`config.mk`:
```
export PLATFORM = sky130hd
export DESIGN_NAME = udma_i2s_rx_arbiter
export DESIGN_NICKNAME = d
export VERILOG_FILES = /design/src/rtl/i2s_pkg.sv /design/src/rtl/udma_i2s_rr_pick.sv /design/src/rtl/udma_i2s_rx_arbiter.sv
export SDC_FILE = /design/constraint.sdc
export NUM_CORES = 1
export LEC_CHECK = 0
export CAP_MARGIN = 15
export CORE_MARGIN = 5
export CORE_UTILIZATION = 68
export DETAILED_ROUTE_END_ITERATION = 8
export DONT_BUFFER_PORTS = 1
export MAX_ROUTING_LAYER = met4
export PLACE_DENSITY = 0.84
export SYNTH_ARGS = -nofsm -noshare
export SYNTH_HDL_FRONTEND = slang
export SYNTH_SLANG_ARGS = --single-unit
```
`constraint.sdc`:
```
create_clock -name sys_clk_i -period 6.2 [get_ports sys_clk_i]
set_input_delay 0.31 -clock sys_clk_i [delete_from_list [all_inputs] [get_ports sys_clk_i]]
set_output_delay 0.31 -clock sys_clk_i [all_outputs]
set_load 0.05 [all_outputs]
```
`src/rtl/i2s_pkg.sv`:
```
// Shared types and constants for the uDMA I2S RX sample arbiter.
package i2s_pkg;

    typedef enum logic {
        I2S_ARB_RR  = 1'b0,
        I2S_ARB_SEQ = 1'b1
    } i2s_arb_mode_e;

    localparam logic [1:0] I2S_DATASIZE_8  = 2'd0;
    localparam logic [1:0] I2S_DATASIZE_16 = 2'd1;
    localparam logic [1:0] I2S_DATASIZE_32 = 2'd2;

    // Channel index following i, wrapping from n-1 back to 0.
    function automatic int unsigned wrap_next(input int unsigned i, input int unsigned n);
        return (i + 1 >= n) ? 0 : i + 1;
    endfunction

endpackage

```
`src/rtl/udma_i2s_rr_pick.sv`:
```
// Combinational circular first-set-bit search starting at a given index.
module udma_i2s_rr_pick #(
    parameter int unsigned N  = 4,
    parameter int unsigned IW = 2
) (
    input  logic [N-1:0]  vec_i,
    input  logic [IW-1:0] start_i,
    output logic [IW-1:0] idx_o,
    output logic          found_o
);

    int unsigned pos;

    always_comb begin
        idx_o   = '0;
        found_o = 1'b0;
        pos     = 0;
        for (int unsigned k = 0; k < N; k++) begin
            pos = (32'(start_i) + k) % N;
            if (!found_o && vec_i[pos[IW-1:0]]) begin
                found_o = 1'b1;
                idx_o   = pos[IW-1:0];
            end
        end
    end

endmodule

```
`src/rtl/udma_i2s_rx_arbiter.sv`:
```
// Arbitrates NB_CH I2S RX sample streams onto one uDMA RX channel, round-robin
// or in strict channel sequence, through a single tagged output register stage.
module udma_i2s_rx_arbiter
    import i2s_pkg::*;
#(
    parameter int unsigned NB_CH = 4,
    parameter int unsigned DW    = 32
) (
    input  logic                     sys_clk_i,
    input  logic                     rstn_i,
    input  logic                     cfg_en_i,
    input  logic                     cfg_mode_i,
    input  logic [NB_CH-1:0]         cfg_ch_mask_i,
    input  logic [NB_CH*DW-1:0]      in_data_i,
    input  logic [NB_CH*2-1:0]       in_datasize_i,
    input  logic [NB_CH-1:0]         in_valid_i,
    output logic [NB_CH-1:0]         in_ready_o,
    output logic [DW-1:0]            out_data_o,
    output logic [1:0]               out_datasize_o,
    output logic                     out_valid_o,
    input  logic                     out_ready_i,
    output logic [$clog2(NB_CH)-1:0] out_ch_o,
    output logic                     busy_o
);

    localparam int unsigned CW = $clog2(NB_CH);

    logic [CW-1:0]    ptr_q, ptr_d, ptr_eff, ptr_nxt_start;
    logic             en_q, en_d, en_rise;
    logic [DW-1:0]    out_data_q, out_data_d;
    logic [1:0]       out_datasize_q, out_datasize_d;
    logic             out_valid_q, out_valid_d;
    logic [CW-1:0]    out_ch_q, out_ch_d;

    logic [NB_CH-1:0] cand;
    logic             ld, grant;
    logic [CW-1:0]    gidx;
    logic [CW-1:0]    rr_idx, nxt_idx, low_idx;
    logic             rr_found, nxt_found, low_found;
    i2s_arb_mode_e    mode;

    assign cand    = in_valid_i & cfg_ch_mask_i;
    assign en_rise = cfg_en_i & ~en_q;
    // On the enable edge the decision starts from the lowest enabled channel.
    assign ptr_eff = en_rise ? low_idx : ptr_q;
    assign ptr_nxt_start = CW'(wrap_next(32'(ptr_eff), NB_CH));
    assign mode    = i2s_arb_mode_e'(cfg_mode_i);
    assign ld      = rstn_i & cfg_en_i & (~out_valid_q | out_ready_i);

    udma_i2s_rr_pick #(.N(NB_CH), .IW(CW)) u_pick_rr (
        .vec_i   (cand),
        .start_i (ptr_eff),
        .idx_o   (rr_idx),
        .found_o (rr_found)
    );

    udma_i2s_rr_pick #(.N(NB_CH), .IW(CW)) u_pick_seq (
        .vec_i   (cfg_ch_mask_i),
        .start_i (ptr_nxt_start),
        .idx_o   (nxt_idx),
        .found_o (nxt_found)
    );

    udma_i2s_rr_pick #(.N(NB_CH), .IW(CW)) u_pick_low (
        .vec_i   (cfg_ch_mask_i),
        .start_i ('0),
        .idx_o   (low_idx),
        .found_o (low_found)
    );

    always_comb begin
        grant = 1'b0;
        gidx  = ptr_eff;
        ptr_d = ptr_eff;
        en_d  = cfg_en_i;
        if (cfg_en_i) begin
            if (mode == I2S_ARB_RR) begin
                if (ld && rr_found) begin
                    grant = 1'b1;
                    gidx  = rr_idx;
                    ptr_d = CW'(wrap_next(32'(rr_idx), NB_CH));
                end
            end else if (!cfg_ch_mask_i[ptr_eff]) begin
                // Disabled channel under the pointer: skip ahead without granting.
                if (nxt_found) ptr_d = nxt_idx;
            end else if (ld && cand[ptr_eff]) begin
                grant = 1'b1;
                gidx  = ptr_eff;
                ptr_d = nxt_idx;
            end
        end
        if (!low_found && en_rise && !grant) ptr_d = '0;
    end

    always_comb begin
        in_ready_o = '0;
        if (grant) in_ready_o[gidx] = 1'b1;
    end

    always_comb begin
        out_data_d     = out_data_q;
        out_datasize_d = out_datasize_q;
        out_ch_d       = out_ch_q;
        out_valid_d    = out_valid_q;
        if (grant) begin
            out_data_d     = in_data_i[gidx*DW +: DW];
            out_datasize_d = in_datasize_i[gidx*2 +: 2];
            out_ch_d       = gidx;
            out_valid_d    = 1'b1;
        end else if (out_ready_i) begin
            out_valid_d = 1'b0;
        end
    end

    always_ff @(posedge sys_clk_i) begin
        if (!rstn_i) begin
            ptr_q          <= '0;
            en_q           <= 1'b0;
            out_data_q     <= '0;
            out_datasize_q <= I2S_DATASIZE_8;
            out_ch_q       <= '0;
            out_valid_q    <= 1'b0;
        end else begin
            ptr_q          <= ptr_d;
            en_q           <= en_d;
            out_data_q     <= out_data_d;
            out_datasize_q <= out_datasize_d;
            out_ch_q       <= out_ch_d;
            out_valid_q    <= out_valid_d;
        end
    end

    assign out_data_o     = out_data_q;
    assign out_datasize_o = out_datasize_q;
    assign out_valid_o    = out_valid_q;
    assign out_ch_o       = out_ch_q;
    assign busy_o         = out_valid_q | (|cand);

endmodule

```
== Yosys cells after proc, flatten, opt, wreduce, memory -nomap -nowiden ==
Index checks and enable logic that the tools add are counted.

* Output and inout port bits: 42
* Word-level logic and storage cells: 127
* Memories kept: 0
* Bits in latches: 0
* Input port bits: 149
* Register bits after elaboration: 40
* RAM bits: 0
* Memory bits (read-only): 0

* Add/subtract/negate cells: 7
* Bitwise operators: 9
* Div/mod/pow operators: 0
* Shift-type cells: 2
* Order comparisons: 12
* Equal/unequal tests: 0
* Multipliers: 0
* Mux-type cells: 63
* Reduce and logical (&&, ||, !) cells: 28

{| class="wikitable"
|+ Operator list
! operator !! number
|-
| 128-bit by 8-bit indexed part select with 32-bit output || 1
|-
| 2-bit 2-to-1 mux || 22
|-
| 1-bit 2-to-1 mux || 30
|-
| 2-bit by 3-bit less-than comparator with 1-bit output (second input constant) || 9
|-
| 1-bit binary-select mux with 2-bit select || 9
|-
| 1-bit logical AND || 14
|-
| 1-bit logical NOT || 11
|-
| 2-bit adder (second input constant) || 4
|-
| 8-bit by 4-bit indexed part select with 2-bit output || 1
|-
| 2-bit by 1-bit adder with 3-bit output (second input constant) || 2
|-
| 3-bit greater-or-equal comparator (second input constant) || 2
|-
| 4-bit bitwise AND || 1
|-
| 4-bit 2-to-1 mux || 1
|-
| 4-bit OR reduction || 1
|-
| 1-bit bitwise AND || 3
|-
| 1-bit NOT || 3
|-
| 2-bit by 1-bit adder with 2-bit output (second input constant) || 1
|-
| 1-bit demux with 2-bit select || 1
|-
| 2-bit by 1-bit greater-or-equal comparator with 1-bit output (second input constant) || 1
|-
| 1-bit bitwise OR || 2
|-
| 2-bit nonzero test || 1
|-
| 2-bit OR reduction || 1
|}

== Longest topological paths before layout ==
* Depth after elaboration: 32
* Mapped depth: 12
* Depth with buffers taken out: 8

== Hierarchy ==
Synthesis repeated with hierarchy kept, for this count alone.

* Cells, all modules: 294
* Area total of the unflattened synthesis: 3,183.1 um^2

{| class="wikitable"
|+ Modules (own cells, without submodules)
! module !! cells an instance !! instances !! area an instance (um^2)
|-
| udma_i2s_rx_arbiter || 249 || 1 || 2,950.3
|-
| udma_i2s_rr_pick || 15 || 3 || 77.6
|}

== Least setup slack after synthesis ==
Ideal clock, no wire load.

* Path kind: input port to output port
* Start point: input cfg_ch_mask_i[3]
* End point: output in_ready_o[2]
* Arrival: 2,701 ps
* Stages on the path: 9
* Required time: 5,890 ps
* Slack: 3,189 ps
* Cells stage by stage: buf_2 a22oi_1 a221oi_1 nand2_1 or3_4 and2_1 buf_6 buf_6 nor2b_1

* Longest elaborated chain between the ends: 24
* Elaborated cells between the ends (all ways): 47
* Those cells by class: add/sub (3); order compare (2); mux (31); bitwise (1); reduce/logical (10)

{| class="wikitable"
|+ Ends and longest elaborated chain
! item !! RTL line !! source
|-
| start: declaration || udma_i2s_rx_arbiter.sv:13 || <nowiki>input logic [NB_CH-1:0] cfg_ch_mask_i,</nowiki>
|-
| branches (longest 23 deep; another with 2-bit by 1-bit adder with 3-bit output) || -- ||
|-
| 4-bit 2-to-1 mux * || udma_i2s_rx_arbiter.sv:97 || <nowiki>if (grant) in_ready_o[gidx] = 1'b1;</nowiki>
|-
| end: declaration || udma_i2s_rx_arbiter.sv:17 || <nowiki>output logic [NB_CH-1:0] in_ready_o,</nowiki>
|}

Mark *: on every way between the ends. The select of a mux whose other input is x is not followed.

== Worst setup path in the final report ==
* Start point: register en_q
* End point: output in_ready_o[3]

* Longest elaborated chain between the ends: 24
* Elaborated cells between the ends (all ways): 46
* Those cells by class: add/sub (3); order compare (2); mux (30); bitwise (2); reduce/logical (9)

{| class="wikitable"
|+ Ends and longest elaborated chain
! item !! RTL line !! source
|-
| start: declaration || udma_i2s_rx_arbiter.sv:29 || <nowiki>logic en_q, en_d, en_rise;</nowiki>
|-
| start signal: assignment || udma_i2s_rx_arbiter.sv:125 || <nowiki>en_q <= en_d;</nowiki>
|-
| 1-bit NOT * || udma_i2s_rx_arbiter.sv:43 || <nowiki>assign en_rise = cfg_en_i & ~en_q;</nowiki>
|-
| 1-bit bitwise AND * || udma_i2s_rx_arbiter.sv:43 ||
|-
| 2-bit 2-to-1 mux * || udma_i2s_rx_arbiter.sv:45 || <nowiki>assign ptr_eff = en_rise ? low_idx : ptr_q;</nowiki>
|-
| branches (longest 20 deep; another with 2-bit by 1-bit adder with 3-bit output) || -- ||
|-
| 4-bit 2-to-1 mux * || udma_i2s_rx_arbiter.sv:97 ||
|}

Marked as above.

==> metrics.md <==
| Metric | Value |
|---|---|
| Initial DRC Count | 398 |
| Core Region | approximately 4800 sq um |
| Max-slew violation count | 0 |
| Dpl hpwl | about 8800 um |
| Worst-path clk slew | 90 ps |
| Drt first pass iters | 5 |
| Area leader, netlist | dfxtp_1 |
| Routed len/inst | approximately 25 um |
| Ranking of synthesized cells by area | dfxtp_1, o22a_1, a32oi_1, o211ai_1, nand3_1 |
| Max-Cap Viols | 0 |
| First-pass GRT wire length | around 18000 um |
| Power Internal | 0.527 mW |
| Synth-to-Final Area Change | 2.20% |
| Vias in the first global route | between 3000 and 4000 |
| Final TNS setup | 0 ps |
| Worst path max stage delay | 730 ps |
| Dpl ws | approximately 2300 ps |
| CP max-delay cell | o311ai_4 |
| ANT nets after route | 0 |
| Pin count of the biggest net entering global routing | 41 |
| Num rows | 25 |
| Crit-path max FO | 38 |
| I/O pins | approximately 190 |
| Clk sink count | 40 |
| Worst path cell trace | nand2b_1 > a22o_1 > a311oi_1 > a31oi_1 > o311ai_4 > buf_4 > and2_1 > buf_4 > and2_1 |
| Worst setup margin | around 1900 ps |
| Pwr Density | ~270 nW/um^2 |
| Sequential Power Share | 46.5% |
| Sequential share of the synthesized area | between 20% and 30% |
| Chip Width | approximately 80 um |
| Crit path capture type | output port |
| Measured slew at the worst slew-check pin | around 1300 ps |
| CTS Buffer Depth | 2 |
| Layout cells sized above 1 | under 10% |
| Post-synth EDFFs | 0 |
| Clock insertion delay at the later pin of the skew report | between 300 and 400 ps |
| Number of cells on the critical path | 9 |
| Antenna diodes | 0 |
| Min cycle time layout | around 4300 ps |
| RSZ-0062 raised after global routing | false |
| NumNets Final | around 550 |
| Cell depth of the worst hold path | 2 |
| GRT Total Usage | ~36% |
| Worst EP arrival | between 4000 and 5000 ps |
| Setup Skew | around 9 ps |
| Max VDD drop | ~0.17 mV |
| Mapped Cells | between 400 and 500 |
| Syn_nets | just under 600 |
| Synth cell types | 55 |
| CTS resizes | 0 |
| LEAKAGE | between 1 and 1.5 nW |
| Post-synth top area share | 23.9% |
| Hold Path Class | primary input to flop |
| Tcrit/Tclk final | between 70% and 80% |
| # hold bufs at CTS | 0 |
| Setup violations, final | 0 |
| Residual DRC | 0 |
| GR Overflow Total | 0 |
| Initial antenna violation count | 0 |
| TritonCTS clock tree | yes |
| Switch share | between 40 and 50% |
| H-Tree Depth | 2 |
| Clock Root Buffer | clkbuf_8 |
| Synth warn | 0 |
| I/O Buffers | 0 |
| TritonCTS buffer count | 5 |
| #FFs+latches synth | 40 |
| Outcome | finished, final reports clean |
| Critical path class | flop to output port |
| Critical path launch point type | flop |
| Clock Power Share | between 20 and 30% |
| Top Family by Delay on Critical Path | compound AO/OA/AOI/OAI gates |
| Postcts setup bufs | 0 |
| Vias per Instance | a little over 8 |
| CP bufs+invs | 2 |
| Top FF cell, synth | dfxtp_1 |
| Die footprint | between 6000 and 7000 sq um |
| Vias | between 3000 and 4000 |
| Starting Density | a little over two thirds |
| Drt total wl | around 12000 um |
| FMAX | approximately 0.23 GHz |
| Combinational power share | between 20% and 30% |
| Die Height | between 80 and 90 um |
| Post-layout power | slightly above 0.9 mW |
| Register-to-Register Path Depth | 10 |
| Ys async rst share | 0% |
| Syn_area_per_cell | 7.81 sq um |
| Synthesized area | between 3000 and 4000 sq um |
| GP Congestion | between 0.9 and 1 |
| Switch Pwr | 0.397 mW |
| Worst Path Required | about 5900 ps |
| Final hold vios | 0 |
| Max-Slew Margin vs Limit | between 10% and 20% |
-- metrics by stage --
step	cell area (sq um)	hold slack [ps]	cells	util [%]
after detailed placement	3290	439	461	69.2
final	3420	122	470	72.0
after CTS	3410	118	469	71.7
after global routing	3420	124	470	72.0
after global placement	3290	436	461	69.2
after floorplan	3350	433	429	-
-- per-layer routing --
metal / vias up / part of all wire [%] / GRT usage, %
met1: 1778 / 35 / 41.6
li1: 1679 / - / -
met3: 38 / 14 / 12.0
met5: - / 0 / -
met2: 299 / 48 / 59.6
met4: 0 / 2.9 / 11.5
-- synth_stat cells, drive strengths merged (2+ instances only) --
| library cell | number |
|---|---|
| nor2 | 9 |
| or3 | 5 |
| a21oi | 14 |
| a31oi | 5 |
| nor4b | 2 |
| buf | 23 |
| nand2 | 53 |
| nor3 | 3 |
| or2 | 3 |
| o22a | 68 |
| inv | 5 |
| o21ai | 14 |
| clkbuf | 19 |
| o211ai | 37 |
| nor4 | 4 |
| o2111ai | 2 |
| a32oi | 36 |
| dfxtp | 40 |
| a21boi | 2 |
| a22oi | 4 |
| and3 | 2 |
| a211oi | 2 |
| nor3b | 2 |
| nand3 | 40 |
| a21o | 3 |
| nor2b | 5 |
| a221oi | 2 |
| and2 | 8 |
-- cell families (layout without fill, tap and decap cells) --
group	count (synthesis)	in the layout	synth area share, %
AND/OR/NAND/NOR	140	140	20.7
buffers and inverters	47	21	6.61
multiplexers	1	1	0.299
AO/OA/AOI/OAI	200	200	48.2
flip-flops	40	40	23.9
XOR/XNOR	1	1	0.261
-- final timing paths --
path / slack, ps / end / start
min reg2reg: 800 / out_ch_o[1] / out_ch_o[1]
max reg2reg: 2640 / out_data_o[10] / en_q
min: 120 / out_data_o[7] / in_data_i[7]
max: 1850 / in_ready_o[3] / en_q
-- sequential cells by signal, summed over array words and instances, names as in the netlist --
signal          count
ptr_q               2
out_ch_o            2
out_data_o         32
out_datasize_o      2
en_q                1
out_valid_o         1
-- placed cells by master (no fill, tap or decap), drive strengths merged, types with 2 or more instances in the layout --
| master | n |
|---|---|
| clkbuf | 6 |
| buf | 8 |
| nor2 | 9 |
| a221oi | 2 |
| dfxtp | 40 |
| nor3 | 3 |
| a31oi | 5 |
| and3 | 2 |
| nand2 | 53 |
| a21o | 3 |
| o22a | 68 |
| a21oi | 14 |
| o2111ai | 2 |
| a21boi | 2 |
| nor4 | 4 |
| or3 | 5 |
| o21ai | 14 |
| a211oi | 2 |
| a32oi | 36 |
| and2 | 8 |
| o211ai | 37 |
| nand3 | 40 |
| a22oi | 4 |
| inv | 5 |
| nor3b | 2 |
| nor2b | 5 |
| nor4b | 2 |
| or2 | 3 |
-- final cells by class --
type / instances / area, sq um
multi-input combinational: 342 / 2330
fill: 402 / 1330
sequential: 40 / 801
tap: 67 / 83.8
clock buffer: 6 / 82.6
timing repair buffer: 8 / 67.6
clock inverter: 2 / 38.8
inverter: 5 / 18.8
-- power groups by stage --
stage | Sequential [mW] | Combinational [mW] | Clock (mW)
floorplan | 0.425 | 0.220 | 0
global placement | 0.435 | 0.245 | 0
detailed placement | 0.436 | 0.252 | 0
CTS | 0.430 | 0.253 | 0.236
global route | 0.432 | 0.284 | 0.246
finish | 0.430 | 0.259 | 0.235
(Power assumes the default switching activity.)
